`src/rtl/serial_parity_rx.sv`:
```
`default_nettype none
// ============================================================================
// Module      : serial_parity_rx
// Description : Strobed serial receiver for start/data/parity/stop frames,
//               reporting the data word with parity and framing status.
// Revision    : 1.0 - initial release
// ============================================================================
module serial_parity_rx #(
    parameter int DATA_W     = 8,
    parameter int PARITY_ODD = 0
) (
    input  logic              clk,
    input  logic              rst,
    input  logic              bit_en,
    input  logic              rx_in,
    output logic [DATA_W-1:0] data_out,
    output logic              valid,
    output logic              parity_err,
    output logic              frame_err
);

    localparam int CNT_W = (DATA_W > 1) ? $clog2(DATA_W) : 1;
    localparam logic [CNT_W-1:0] c_last_bit = CNT_W'(DATA_W - 1);

    typedef enum logic [1:0] {
        S_IDLE   = 2'd0,
        S_DATA   = 2'd1,
        S_PARITY = 2'd2,
        S_STOP   = 2'd3
    } state_t;

    state_t              state_q, state_d;
    logic [CNT_W-1:0]    cnt_q, cnt_d;
    logic [DATA_W-1:0]   shift_q, shift_d;
    logic                par_q, par_d;
    logic [DATA_W-1:0]   data_q, data_d;
    logic                valid_q, valid_d;
    logic                perr_q, perr_d;
    logic                ferr_q, ferr_d;

    logic                w_par_x;
    logic                w_ok;

    assign w_par_x = (^shift_q) ^ par_q;
    assign w_ok    = (PARITY_ODD != 0) ? w_par_x : ~w_par_x;

    always_ff @(posedge clk or posedge rst) begin
        if (rst) begin
            state_q <= S_IDLE;
            cnt_q   <= '0;
            shift_q <= '0;
            par_q   <= 1'b0;
            data_q  <= '0;
            valid_q <= 1'b0;
            perr_q  <= 1'b0;
            ferr_q  <= 1'b0;
        end else begin
            state_q <= state_d;
            cnt_q   <= cnt_d;
            shift_q <= shift_d;
            par_q   <= par_d;
            data_q  <= data_d;
            valid_q <= valid_d;
            perr_q  <= perr_d;
            ferr_q  <= ferr_d;
        end
    end

    // Status flags default low every cycle so the pulse stays one clk wide
    // no matter how sparse bit_en is.
    always_comb begin
        state_d = state_q;
        cnt_d   = cnt_q;
        shift_d = shift_q;
        par_d   = par_q;
        data_d  = data_q;
        valid_d = 1'b0;
        perr_d  = 1'b0;
        ferr_d  = 1'b0;
        if (bit_en) begin
            case (state_q)
                S_IDLE: begin
                    if (!rx_in) begin
                        state_d = S_DATA;
                        cnt_d   = '0;
                    end
                end
                S_DATA: begin
                    shift_d           = shift_q >> 1;
                    shift_d[DATA_W-1] = rx_in;
                    if (cnt_q == c_last_bit) begin
                        state_d = S_PARITY;
                        cnt_d   = '0;
                    end else begin
                        cnt_d = cnt_q + 1'b1;
                    end
                end
                S_PARITY: begin
                    par_d   = rx_in;
                    state_d = S_STOP;
                end
                S_STOP: begin
                    data_d  = shift_q;
                    valid_d = 1'b1;
                    perr_d  = ~w_ok;
                    ferr_d  = ~rx_in;
                    state_d = S_IDLE;
                end
                default: state_d = S_IDLE;
            endcase
        end
    end

    assign data_out   = data_q;
    assign valid      = valid_q;
    assign parity_err = perr_q;
    assign frame_err  = ferr_q;

endmodule
`default_nettype wire

```
`config.mk`:
```
export PLATFORM = sky130hd
export DESIGN_NAME = serial_parity_rx
export DESIGN_NICKNAME = d
export VERILOG_FILES = /design/src/rtl/serial_parity_rx.sv
export SDC_FILE = /design/constraint.sdc
export NUM_CORES = 1
export LEC_CHECK = 0
export CAP_MARGIN = 20
export CORE_UTILIZATION = 50
export DETAILED_ROUTE_END_ITERATION = 16
export PLACE_DENSITY = 0.84
export SYNTH_ARGS = -nofsm -noshare
export SYNTH_HDL_FRONTEND = slang
export SYNTH_SLANG_ARGS = --single-unit
```
`constraint.sdc`:
```
create_clock -name clk -period 2 [get_ports clk]
set_input_delay 0.2 -clock clk [delete_from_list [all_inputs] [get_ports clk]]
set_output_delay 0.2 -clock clk [all_outputs]
set_load 0.01 [all_outputs]
```
Word-level counts from Yosys, hierarchy flattened
Index checks and enable logic that the tools add are counted.
Widths: inputs -> output; s select.
{ "word_totals": {"out_inout_bits": 11, "input_bits": 4, "wordCells": 37, "register_bits": 25} }
{ "op_classes": {"eq_ne": 6, "n_bitwise": 2, "muxes": 12, "n_reduce_logical": 8, "n_addsub": 1} }
{ "ops": {"columns": ["operator", "count"], "rows": [
  ["$pmux 2 s4", 1],
  ["$reduce_xor 8->1", 1],
  ["$mux 1", 6],
  ["$mux 3", 2],
  ["$pmux 3 s2", 1],
  ["$reduce_and 2->1", 3],
  ["$reduce_and 3->1", 2],
  ["$eq 2x2->1 const B", 2],
  ["$mux 2", 2],
  ["$ne 2x2->1 const B", 2],
  ["$add 3x1->3 const B", 1],
  ["$eq 3x3->1 const B", 1],
  ["$eq 2x1->1 const B", 1],
  ["$logic_not 2->1", 1],
  ["$reduce_bool 2->1", 1],
  ["$not 1->1", 1],
  ["$xor 1x1->1", 1]
]} }

Longest topological paths before layout
{ "logic_depth": {"word_depth": 4, "depth_mapped": 5, "depth_no_buf": 5} }

Worst setup path before layout
No wires, ideal clock.
{ "synth_timing": {"kind": "flip-flop to flip-flop", "startpoint": "register cnt_q[0]", "endpoint": "register state_q[1]", "required_ns": 1.875, "arrival_ns": 1.353, "path_slack_ns": 0.523, "stages_incl_launch_ff": 5, "path_cell_list": "dfrtp_1 > ha_1 > ha_1 > o21ai_0 > mux2_2"} }
{ "synth_between": {"elab_chain_cells": 3} }
{ "synth_lines": {"columns": ["item", "line", "text"], "rows": [
  ["start, declared", "33", "logic [CNT_W-1:0] cnt_q, cnt_d;"],
  ["start signal, assigned", "59", "cnt_q <= cnt_d;"],
  ["$eq 3x3->1", "91", "if (cnt_q == c_last_bit) begin"],
  ["$ne 2x2->1 (no source line)", null, null],
  ["$reduce_and 3->1 (no source line)", null, null],
  ["end signal, assigned", "58", "state_q <= state_d;"],
  ["end, declared", "32", "state_t state_q, state_d;"]
]} }
Every way passes these cells.
A chain may end at the register's enable or synchronous reset.

Worst setup path in the final report
Same ends and word-level chain as after synthesis.

==> impl_metrics.env <==
export IMPL_routed_wl_um=1670
export IMPL_skew_ns=0.00594
export IMPL_cts_repair_resized=0
export IMPL_yosysUniqueCellTypes=18
export IMPL_cp_max_fo=3
export IMPL_drv_slew=0
export IMPL_worstPathArrival_ns=1.87
export IMPL_post_cts_buffers=0
export IMPL_worst_setup_path_start_kind="flop"
export IMPL_finalPower_w=0.00212
export IMPL_vias=648
export IMPL_syn_area_per_cell_um2=14.3
export IMPL_maxCapViolCount=0
export IMPL_swShare_pct=31.7
export IMPL_via_per_inst=5.27
export IMPL_rsz0062_at_grt="no"
export IMPL_critPathKind="reg2reg"
export IMPL_intPower_w=0.00145
export IMPL_hold_viol=0
export IMPL_core_um2=2040
export IMPL_ys_ff_latch=25
export IMPL_cts_tree="built"
export IMPL_cts_max_level=1
export IMPL_wl_per_cell_um=13.6
export IMPL_worstPathCellList="ha_1 > ha_1 > o21ai_0 > mux2_2"
export IMPL_critPathMaxStageDelay_ns=0.42
export IMPL_root_buffer="clkbuf_4"
export IMPL_max_freq_mhz=602
export IMPL_gp_congestion=0.698
export IMPL_p_sw_w=0.000672
export IMPL_yosysMostFrequentCell="dfrtp_1"
export IMPL_cts_max_path_buffers=2
export IMPL_crit_path_top_delay_cell="dfrtp_1"
export IMPL_ys_top_cells_by_area="dfrtp_1, mux2_2, ha_1"
export IMPL_seq_area_frac_synth_pct=55.9
export IMPL_use_met2_pct=25.8
export IMPL_grt_max_degree=26
export IMPL_dieWidth_um=49.3
export IMPL_crit_top_cell="ha_1"
export IMPL_final_layout_size_suffix_gt1_share_pct=24.0
export IMPL_post_route_drc_count=0
export IMPL_yosys_warnings=0
export IMPL_setup_tns_ns=0
export IMPL_firstDrtPassIters=4
export IMPL_io_buffers=14
export IMPL_grt_pass1_wl_um=2830
export IMPL_syn_to_final_growth_pct=18.1
export IMPL_netlist_area_um2=1120
export IMPL_grt_usage_pct=16.2
export IMPL_fill_cells=170
export IMPL_num_rows=16
export IMPL_pwr_share_clk_pct=10.2
export IMPL_drtIter0Drc=4
export IMPL_p_comb_share_pct=47.0
export IMPL_critical_path_buf_inv_count=0
export IMPL_antenna_found_initial=0
export IMPL_vdd_drop_max_uv=841
export IMPL_required_ns=2.21
export IMPL_dieArea_um2=2430
export IMPL_power_leakage_nw=0.635
export IMPL_layout_nets=108
export IMPL_start_util_pct=54.8
export IMPL_period_needed_ns=1.66
export IMPL_numCtsBuffers=3
export IMPL_synth_flop_cell="dfrtp_1"
export IMPL_synth_edff_count=0
export IMPL_powerDensity_nw_per_um2=1600
export IMPL_path_clk_slew_ns=0.13
export IMPL_syn_inst=78
export IMPL_fp_dieH_um=49.3
export IMPL_yosysTopAreaCellShare_pct=55.9
export IMPL_grt_met3_usage_pct=3.12
export IMPL_grt_met1_usage_pct=18.6
export IMPL_grt_pass1_vias=662
export IMPL_fin_crit_sh_pct=83.0
export IMPL_yosys_area_top_type="dfrtp_1"
export IMPL_syn_num_nets=89
export IMPL_slew_headroom_pct=68.4
export IMPL_antenna_left=0
export IMPL_io_pins=15
export IMPL_async_flop_share_pct=100
export IMPL_overflow=0
export IMPL_worst_pin_slew_ns=0.473
export IMPL_yosys_top_cells_count="dfrtp_1, mux2_2, ha_1"
export IMPL_numClockSinks=25
export IMPL_worstSkewPairLatency_ns=0.31
export IMPL_status="complete, no violations"
export IMPL_setup_viol=0
export IMPL_dpl_hpwl_um=1210
export IMPL_hold_class="in2async"
export IMPL_setup_worst_path_end_class="flop"
export IMPL_critPathTopFamily="flip-flops"
export IMPL_fin_util_pct=64.7
export IMPL_cts_hold_buffers=0
export IMPL_antenna_cells=0
export IMPL_sequentialPowerShare_pct=42.7
export IMPL_top_usage_layer="met2"
## cell usage in the layout, fill, tap and decap left out, drive strengths merged
cell	count
a21boi	1
a22o	3
clkbuf	4
xor2	1
inv	5
dfrtp	25
ha	7
a21oi	1
nand2	3
nor2b	1
xor3	1
mux2	19
o21ai	2
mux2i	1
nor2	4
buf	1
clkdlybuf4s50	14
xnor2	2
xnor3	1
## cells by family after synthesis
kind of cell	share of synthesized area [%]
adders and majority gates	7.83
muxes	20.4
and+or+nand+nor	2.91
DFF	55.9
buffers and inverters	2.13
AOI/OAI and AO/OA	4.36
xor gates and xnor gates	6.49
## worst register-to-register path: stages, from the launching register on
cell and delay [ns]:
dfrtp_1 0.42, ha_1 0.21, ha_1 0.20, o21ai_0 0.34
mux2_2 0.39
## per-layer routing
metal / routed length (um) / up-vias
met5: 0 / -
met4: 57 / 0
met3: 45 / 4
met2: 833 / 13
met1: 732 / 328
li1: - / 303
## state kept, by name (all words and copies together), names as in the netlist
| name | cells |
|---|---|
| valid | 1 |
| cnt_q | 3 |
| parity_err | 1 |
| shift_q | 8 |
| frame_err | 1 |
| data_out | 8 |
| state_q | 2 |
| par_q | 1 |
## power by group through the flow
stage	sequential (W)	combinational, W	clock [W]
after CTS	0.000908	0.00101	0.000226
after global placement	0.000899	0.000956	0
after floorplan	0.000920	0.000677	0
after global routing	0.000942	0.00108	0.000241
after detailed placement	0.000920	0.00100	0
final	0.000905	0.000996	0.000217
## worst paths after layout
path,start,endpoint,slack (ns),cells past startpoint
setup / recovery,cnt_q[0]$_DFFE_PP0P_,state_q[1]$_DFFE_PP0P_,0.34,4
hold / removal,rst,data_out[0]$_DFFE_PP0P_,0.22,3
setup reg to reg,cnt_q[0]$_DFFE_PP0P_,state_q[1]$_DFFE_PP0P_,0.34,4
hold reg to reg,data_out[2]$_DFFE_PP0P_,data_out[2]$_DFFE_PP0P_,0.51,1
max in group asynchronous,rst,data_out[4]$_DFFE_PP0P_,1.55,3
min in group clk,data_out[2]$_DFFE_PP0P_,data_out[2]$_DFFE_PP0P_,0.51,1
## metrics by stage
step | worst slack (ns) | hold WS [ns] | area, um2 | std cells
after global routing | 0.286 | 0.238 | 1320 | 123
final | 0.340 | 0.216 | 1320 | 123
after global placement | 0.436 | 0.489 | 1290 | 119
after detailed placement | 0.384 | 0.492 | 1290 | 119
after floorplan | 0.523 | 0.227 | 1120 | 78
after CTS | 0.357 | 0.223 | 1320 | 123
## final cells by class
cell class,instances,area [um2],area share (%)
inverters,5,18.8,1.42
well taps,27,33.8,2.56
clock buffers,4,26.3,1.99
multi-input cells,47,469,35.5
repair buffers,15,148,11.2
flip-flops and latches,25,626,47.3
Note: power is estimated with default switching activity, not from simulation.
